<file path="src/rtl/mem_port_if.sv">
// Bundle of the datapath request side and the word-wide memory bus side of
// the load/store unit. The master modport is the load/store unit's view;
// the slave modport is the view of whatever surrounds it (datapath + memory).
interface mem_port_if #(
  parameter int AW = 32
);
  logic          req_valid;
  logic          req_write;
  logic [AW-1:0] req_addr;
  logic [2:0]    req_size;
  logic [31:0]   req_wdata;
  logic [31:0]   rdata;
  logic          ack;
  logic          fault;
  logic          bus_valid;
  logic          bus_ready;
  logic          bus_we;
  logic [AW-1:0] bus_addr;
  logic [3:0]    bus_be;
  logic [31:0]   bus_wdata;
  logic          bus_rvalid;
  logic [31:0]   bus_rdata;

  modport master (
    input  req_valid, req_write, req_addr, req_size, req_wdata,
    input  bus_ready, bus_rvalid, bus_rdata,
    output rdata, ack, fault,
    output bus_valid, bus_we, bus_addr, bus_be, bus_wdata
  );

  modport slave (
    output req_valid, req_write, req_addr, req_size, req_wdata,
    output bus_ready, bus_rvalid, bus_rdata,
    input  rdata, ack, fault,
    input  bus_valid, bus_we, bus_addr, bus_be, bus_wdata
  );
endinterface

</file>
<file path="src/rtl/mem_port.sv">
// Load/store unit: takes one datapath memory request, runs a single
// valid/ready bus transaction with byte enables, and returns extended load
// data with a one-cycle ack. Misaligned or illegal-size requests are
// answered locally with fault and never touch the bus.
module mem_port #(
  parameter int AW = 32
) (
  input logic        clk,
  input logic        rst_n,
  mem_port_if.master mp
);

  typedef enum logic [1:0] {IDLE, REQ, RESP, DONE} state_t;

  state_t        state_q, state_d;
  logic [1:0]    off_q, off_d;
  logic [2:0]    size_q, size_d;
  logic [31:0]   rdata_q, rdata_d;
  logic          ack_q, ack_d;
  logic          fault_q, fault_d;
  logic          bus_valid_q, bus_valid_d;
  logic          bus_we_q, bus_we_d;
  logic [AW-1:0] bus_addr_q, bus_addr_d;
  logic [3:0]    bus_be_q, bus_be_d;
  logic [31:0]   bus_wdata_q, bus_wdata_d;

  logic          size_ok;
  logic          misaligned;
  logic [3:0]    req_be;
  logic [31:0]   req_lanes;
  logic [31:0]   shifted;
  logic [31:0]   load_data;

  // Decode the incoming request: legality, byte enables and lane-replicated store data.
  always_comb begin
    size_ok    = 1'b0;
    misaligned = 1'b0;
    req_be     = 4'hF;
    req_lanes  = mp.req_wdata;
    case (mp.req_size)
      3'd0, 3'd4: begin
        size_ok   = 1'b1;
        req_be    = 4'b0001 << mp.req_addr[1:0];
        req_lanes = {4{mp.req_wdata[7:0]}};
      end
      3'd1, 3'd5: begin
        size_ok    = 1'b1;
        misaligned = mp.req_addr[0];
        req_be     = 4'b0011 << mp.req_addr[1:0];
        req_lanes  = {2{mp.req_wdata[15:0]}};
      end
      3'd2: begin
        size_ok    = 1'b1;
        misaligned = (mp.req_addr[1:0] != 2'b00);
      end
      default: size_ok = 1'b0;
    endcase
  end

  // Pick the addressed byte/half out of the returned word and extend it.
  always_comb begin
    shifted = mp.bus_rdata >> {off_q, 3'b000};
    case (size_q)
      3'd0:    load_data = {{24{shifted[7]}}, shifted[7:0]};
      3'd4:    load_data = {24'h000000, shifted[7:0]};
      3'd1:    load_data = {{16{shifted[15]}}, shifted[15:0]};
      3'd5:    load_data = {16'h0000, shifted[15:0]};
      default: load_data = mp.bus_rdata;
    endcase
  end

  // Next-state and registered-output logic; everything holds unless a state acts on it.
  always_comb begin
    state_d     = state_q;
    off_d       = off_q;
    size_d      = size_q;
    rdata_d     = rdata_q;
    fault_d     = fault_q;
    bus_we_d    = bus_we_q;
    bus_addr_d  = bus_addr_q;
    bus_be_d    = bus_be_q;
    bus_wdata_d = bus_wdata_q;
    ack_d       = 1'b0;
    bus_valid_d = 1'b0;
    case (state_q)
      IDLE: begin
        if (mp.req_valid) begin
          if (!size_ok || misaligned) begin
            state_d = DONE;
            ack_d   = 1'b1;
            fault_d = 1'b1;
            rdata_d = 32'h0;
          end else begin
            state_d     = REQ;
            bus_valid_d = 1'b1;
            off_d       = mp.req_addr[1:0];
            size_d      = mp.req_size;
            bus_we_d    = mp.req_write;
            bus_addr_d  = {mp.req_addr[AW-1:2], 2'b00};
            bus_be_d    = req_be;
            bus_wdata_d = req_lanes;
          end
        end
      end
      REQ: begin
        bus_valid_d = 1'b1;
        if (mp.bus_ready) begin
          bus_valid_d = 1'b0;
          if (bus_we_q) begin
            state_d = DONE;
            ack_d   = 1'b1;
            fault_d = 1'b0;
          end else if (mp.bus_rvalid) begin
            state_d = DONE;
            ack_d   = 1'b1;
            fault_d = 1'b0;
            rdata_d = load_data;
          end else begin
            state_d = RESP;
          end
        end
      end
      RESP: begin
        if (mp.bus_rvalid) begin
          state_d = DONE;
          ack_d   = 1'b1;
          fault_d = 1'b0;
          rdata_d = load_data;
        end
      end
      DONE:    state_d = IDLE;
      default: state_d = IDLE;
    endcase
  end

  // State and output registers, cleared asynchronously so a reset drops any access in flight.
  always_ff @(posedge clk or negedge rst_n) begin
    if (!rst_n) begin
      state_q     <= IDLE;
      off_q       <= 2'b00;
      size_q      <= 3'd0;
      rdata_q     <= 32'h0;
      ack_q       <= 1'b0;
      fault_q     <= 1'b0;
      bus_valid_q <= 1'b0;
      bus_we_q    <= 1'b0;
      bus_addr_q  <= '0;
      bus_be_q    <= 4'h0;
      bus_wdata_q <= 32'h0;
    end else begin
      state_q     <= state_d;
      off_q       <= off_d;
      size_q      <= size_d;
      rdata_q     <= rdata_d;
      ack_q       <= ack_d;
      fault_q     <= fault_d;
      bus_valid_q <= bus_valid_d;
      bus_we_q    <= bus_we_d;
      bus_addr_q  <= bus_addr_d;
      bus_be_q    <= bus_be_d;
      bus_wdata_q <= bus_wdata_d;
    end
  end

  assign mp.rdata     = rdata_q;
  assign mp.ack       = ack_q;
  assign mp.fault     = fault_q;
  assign mp.bus_valid = bus_valid_q;
  assign mp.bus_we    = bus_we_q;
  assign mp.bus_addr  = bus_addr_q;
  assign mp.bus_be    = bus_be_q;
  assign mp.bus_wdata = bus_wdata_q;

endmodule

</file>
<file path="src/flat_wrapper.sv">
// flat-port wrapper written by rule: the top's interface ports become plain ports
module mem_port_flat 
#(
  parameter int AW = 32
)
  (clk, rst_n, mp_req_valid, mp_req_write, mp_req_addr, mp_req_size, mp_req_wdata, mp_bus_ready, mp_bus_rvalid, mp_bus_rdata, mp_rdata, mp_ack, mp_fault, mp_bus_valid, mp_bus_we, mp_bus_addr, mp_bus_be, mp_bus_wdata);
  mem_port_if #(.AW(AW)) mp_i ();
  input logic clk;
  input logic rst_n;
  input wire logic [$bits(mp_i.req_valid)-1:0] mp_req_valid;
  input wire logic [$bits(mp_i.req_write)-1:0] mp_req_write;
  input wire logic [$bits(mp_i.req_addr)-1:0] mp_req_addr;
  input wire logic [$bits(mp_i.req_size)-1:0] mp_req_size;
  input wire logic [$bits(mp_i.req_wdata)-1:0] mp_req_wdata;
  input wire logic [$bits(mp_i.bus_ready)-1:0] mp_bus_ready;
  input wire logic [$bits(mp_i.bus_rvalid)-1:0] mp_bus_rvalid;
  input wire logic [$bits(mp_i.bus_rdata)-1:0] mp_bus_rdata;
  output wire logic [$bits(mp_i.rdata)-1:0] mp_rdata;
  output wire logic [$bits(mp_i.ack)-1:0] mp_ack;
  output wire logic [$bits(mp_i.fault)-1:0] mp_fault;
  output wire logic [$bits(mp_i.bus_valid)-1:0] mp_bus_valid;
  output wire logic [$bits(mp_i.bus_we)-1:0] mp_bus_we;
  output wire logic [$bits(mp_i.bus_addr)-1:0] mp_bus_addr;
  output wire logic [$bits(mp_i.bus_be)-1:0] mp_bus_be;
  output wire logic [$bits(mp_i.bus_wdata)-1:0] mp_bus_wdata;
  assign mp_i.req_valid = mp_req_valid;
  assign mp_i.req_write = mp_req_write;
  assign mp_i.req_addr = mp_req_addr;
  assign mp_i.req_size = mp_req_size;
  assign mp_i.req_wdata = mp_req_wdata;
  assign mp_i.bus_ready = mp_bus_ready;
  assign mp_i.bus_rvalid = mp_bus_rvalid;
  assign mp_i.bus_rdata = mp_bus_rdata;
  assign mp_rdata = mp_i.rdata;
  assign mp_ack = mp_i.ack;
  assign mp_fault = mp_i.fault;
  assign mp_bus_valid = mp_i.bus_valid;
  assign mp_bus_we = mp_i.bus_we;
  assign mp_bus_addr = mp_i.bus_addr;
  assign mp_bus_be = mp_i.bus_be;
  assign mp_bus_wdata = mp_i.bus_wdata;
  mem_port #(.AW(AW)) u_core (.clk(clk), .rst_n(rst_n), .mp(mp_i));
endmodule
</file>
<file path="config.mk">
export PLATFORM = sky130hd
export DESIGN_NAME = mem_port_flat
export DESIGN_NICKNAME = d
export VERILOG_FILES = /design/src/rtl/mem_port_if.sv /design/src/rtl/mem_port.sv /design/src/flat_wrapper.sv
export SDC_FILE = /design/constraint.sdc
export NUM_CORES = 1
export LEC_CHECK = 0
export CORE_AREA = 4 4 118 120
export DETAILED_ROUTE_END_ITERATION = 8
export DIE_AREA = 0 0 122 124
export DONT_BUFFER_PORTS = 1
export GPL_TIMING_DRIVEN = 0
export PLACE_DENSITY_LB_ADDON = 0.2
export SYNTH_ARGS = -nofsm -noshare
export SYNTH_HDL_FRONTEND = slang
export SYNTH_SLANG_ARGS = --single-unit
</file>
<file path="constraint.sdc">
create_clock -name clk -period 3.11 [get_ports clk]
set_input_delay 0.1555 -clock clk [delete_from_list [all_inputs] [get_ports clk]]
set_output_delay 0.1555 -clock clk [all_outputs]
set_load 0.01 [all_outputs]
</file>
==> results.sh <==
export IMPL_status="complete, no violations"
export IMPL_fmax_mhz=407.0
export IMPL_clockBufferDepth=2
export IMPL_period_needed_ns=2.457
export IMPL_rsz0062_at_grt="false"
export IMPL_dp_hpwl_microns=10620
export IMPL_coreArea_sq_um=12980
export IMPL_rows=42
export IMPL_cp_max_fo=10
export IMPL_antenna_left=0
export IMPL_slew_viol_final=0
export IMPL_setup_viol=0
export IMPL_crit_chain="inv_1 > ha_1 > buf_2 > o211ai_1 > clkbuf_1 > buf_2 > mux2_2"
export IMPL_r2r_start="u_core.state_q[0]"
export IMPL_syn_avg_cell_area_sq_um=10.89
export IMPL_use_met1=0.2294
export IMPL_drv_cap=0
export IMPL_hold_path_endpoint="u_core.mp.bus_wdata[23]"
export IMPL_power_leakage_uw=0.002798
export IMPL_cp_data_required_time_ns=3.35
export IMPL_peakVddDrop_uv=387.2
export IMPL_fill_cells=1220
export IMPL_die_area_sq_um=15130
export IMPL_period_share=0.7901
export IMPL_synth_area_leaders="dfrtp_1 (52%), mux2_2 (9.3%), mux2i_1 (6.5%)"
export IMPL_whs_path_depth=2
export IMPL_holdBufCountCts=58
export IMPL_post_cts_setup_buffers=0
export IMPL_cp_startpoint="u_core.state_q[0]"
export IMPL_route_vias_total=4018
export IMPL_layout_commonest_cell="dfrtp_1"
export IMPL_wl_microns=15040
export IMPL_io_pins=209
export IMPL_busiest_layer="met2"
export IMPL_grt_use_total=0.1974
export IMPL_cpMaxStageDelayCell="clkbuf_1"
export IMPL_overflow=0
export IMPL_cts_root_buf="clkbuf_16"
export IMPL_cpPeakStageDelay_ns=0.51
export IMPL_design_area_sq_um=6367
export IMPL_cp_arrival_ns=2.70
export IMPL_synth_yosys_seq_area_share=0.5229
export IMPL_hold_violations=0
export IMPL_ff2ff_path_depth=7
export IMPL_dpl_cell_area_sq_um=5440
export IMPL_first_pass_iters=5
export IMPL_grt_pass1_wl_microns=23200
export IMPL_crit_family="buffers and inverters"
export IMPL_hp_class="primary input to register"
export IMPL_synthDistinctLibCells=42
export IMPL_fin_setup_tns_ns=0
export IMPL_gr_usage_met3=0.07766
export IMPL_die_w_microns=122
export IMPL_worst_setup_path_start_kind="register"
export IMPL_cts_tree="built"
export IMPL_rr_endpoint="u_core.mp.bus_addr[7]"
export IMPL_ctsResizeCount=0
export IMPL_synth_top_area_cell="dfrtp_1"
export IMPL_relSlewSlack=0.3123
export IMPL_drt_iter0_markers=216
export IMPL_grt_pass1_vias=4238
export IMPL_ys_flop_type="dfrtp_1"
export IMPL_layout_cells_most_common_list="dfrtp_1 (109), nand2_1 (62), dlygate4sd3_1 (57)"
export IMPL_layout_drive_gt1_share=0.1408
export IMPL_min_from="mp_req_wdata[23]"
export IMPL_drt_wirelength_per_cell_microns=20.60
export IMPL_fin_nets=658
export IMPL_grt_use_met2=0.3322
export IMPL_asyncSetResetFlopFracSynth=1.000
export IMPL_powerDensity_nw_per_um2=971.7
export IMPL_synth_warnings=0
export IMPL_worstSetupPathType="register to register"
export IMPL_synth_edf_count=0
export IMPL_cts_buffers_inserted=9
export IMPL_netlist_instances=479
export IMPL_end_kind="register"
export IMPL_syn2layout_area_growth_pct=22.07
export IMPL_io_buffers=0
export IMPL_grt_max_degree=110
export IMPL_ys_ff_latch=109
export IMPL_clk_pin_slew_ns=0.08
export IMPL_reg2reg_slack_ns=0.65
export IMPL_antenna_found_initial=0
export IMPL_clock_sinks=109
export IMPL_insertion_delay_ns=0.35
export IMPL_place_gp_congestion=0.8403
export IMPL_cp_num_buf_inv=4
export IMPL_netlist_area_sq_um=5216
export IMPL_start_util=0.4019
export IMPL_tightest_slew_ns=1.032
export IMPL_fp_dieH_microns=124
export IMPL_post_drt_via_cell_ratio=5.504
export IMPL_post_route_drc_count=0
export IMPL_finClkSkew_ns=0.005754
export IMPL_cts_max_level=3
export IMPL_num_antenna_cells=0
export IMPL_netlist_area_leader_share=0.5229
export IMPL_crit_path_frequent_cell="buf_2"
## per-layer routing
| layer | share of wire | routed length (microns) |
|---|---|---|
| met1 | 0.38 | 5698 |
| met2 | 0.49 | 7296 |
| met4 | 0.014 | 216 |
| met3 | 0.12 | 1829 |
| met5 | 0 | 0 |
## cells in the mapped netlist (all sizes together), types with 3 or more instances
library cell  number
nand2             62
a32o              24
nor2              24
mux2              45
o2111ai            8
nor2b              7
buf               16
mux2i             34
o21ai             32
clkbuf            18
nand3              3
o32ai              6
inv               16
dfrtp            109
ha                 4
nand2b            25
a21oi             20
## worst max-delay path by stage
stage	endpoint	depth (start not counted)
6_report	u_core.mp.bus_addr[7]	7
5_1_grt	u_core.mp.rdata[23]	9
4_1_cts	u_core.mp.bus_addr[3]	7
3_5_place_dp	u_core.mp.bus_wdata[4]	7
3_3_place_gp	u_core.size_q[0]	7
2_1_floorplan	u_core.mp.rdata[22]	8
## stage by stage
stage | util | setup WS (ns) | hold WS (ns) | power (uW) | cells
floorplan | - | 1.062 | -0.1401 | 4237 | 480
global placement | 0.4191 | 0.7143 | -0.1361 | 4767 | 656
detailed placement | 0.4191 | 0.6702 | -0.1367 | 4826 | 656
CTS | 0.4906 | 0.6609 | 0.0006949 | 6218 | 730
global route | 0.4906 | 0.4612 | 0.003431 | 6612 | 730
finish | 0.4906 | 0.6529 | 0.006002 | 6187 | 730
## flip-flops by register name, summed over array words and instances, names as in the netlist
register,flops
u_core.mp.bus_wdata,32
u_core.mp.rdata,32
u_core.mp.bus_addr,30
u_core.mp.bus_be,4
u_core.size_q,3
u_core.off_q,2
u_core.state_q,2
u_core.mp.ack,1
u_core.mp.bus_valid,1
u_core.mp.bus_we,1
u_core.mp.fault,1
## where the power goes
part           switching [uW]  internal, uW
Combinational            1180           954
Clock                     563           718
Sequential                745          2030
Total                    2480          3700
## cell families (layout without fill, tap and decap cells)
logic type | Yosys count | in the layout | synth area share
compound gates | 107 | 107 | 0.1466
fa+ha+maj | 4 | 4 | 0.009595
buf+inv | 50 | 124 | 0.04246
flops | 109 | 109 | 0.5229
mux | 79 | 79 | 0.1638
other cells | 1 | 2 | 0.0007189
simple gates | 129 | 129 | 0.1139
## cell type report
class                   instances  area, sq um  share of cell area
inverters                      16        60.06            0.009432
clock buffers                   9        225.2             0.03537
clock inverters                 7        103.9             0.01631
multi-input cells             321         2271              0.3567
flip-flops and latches        109         2728              0.4284
repair buffers                 58        598.1             0.09393
plain buffers                  34        161.4             0.02535
well taps                     176        220.2             0.03458
## worst reg2reg max path, delay by kind of cell (launching register included)
family	cells	cell delay [ns]
buffers and inverters	4	1.16
muxes	1	0.38
adders and majority gates	1	0.20
AOI/OAI and AO/OA	1	0.18
DFF	1	0.43
(Power assumes the default switching activity.)
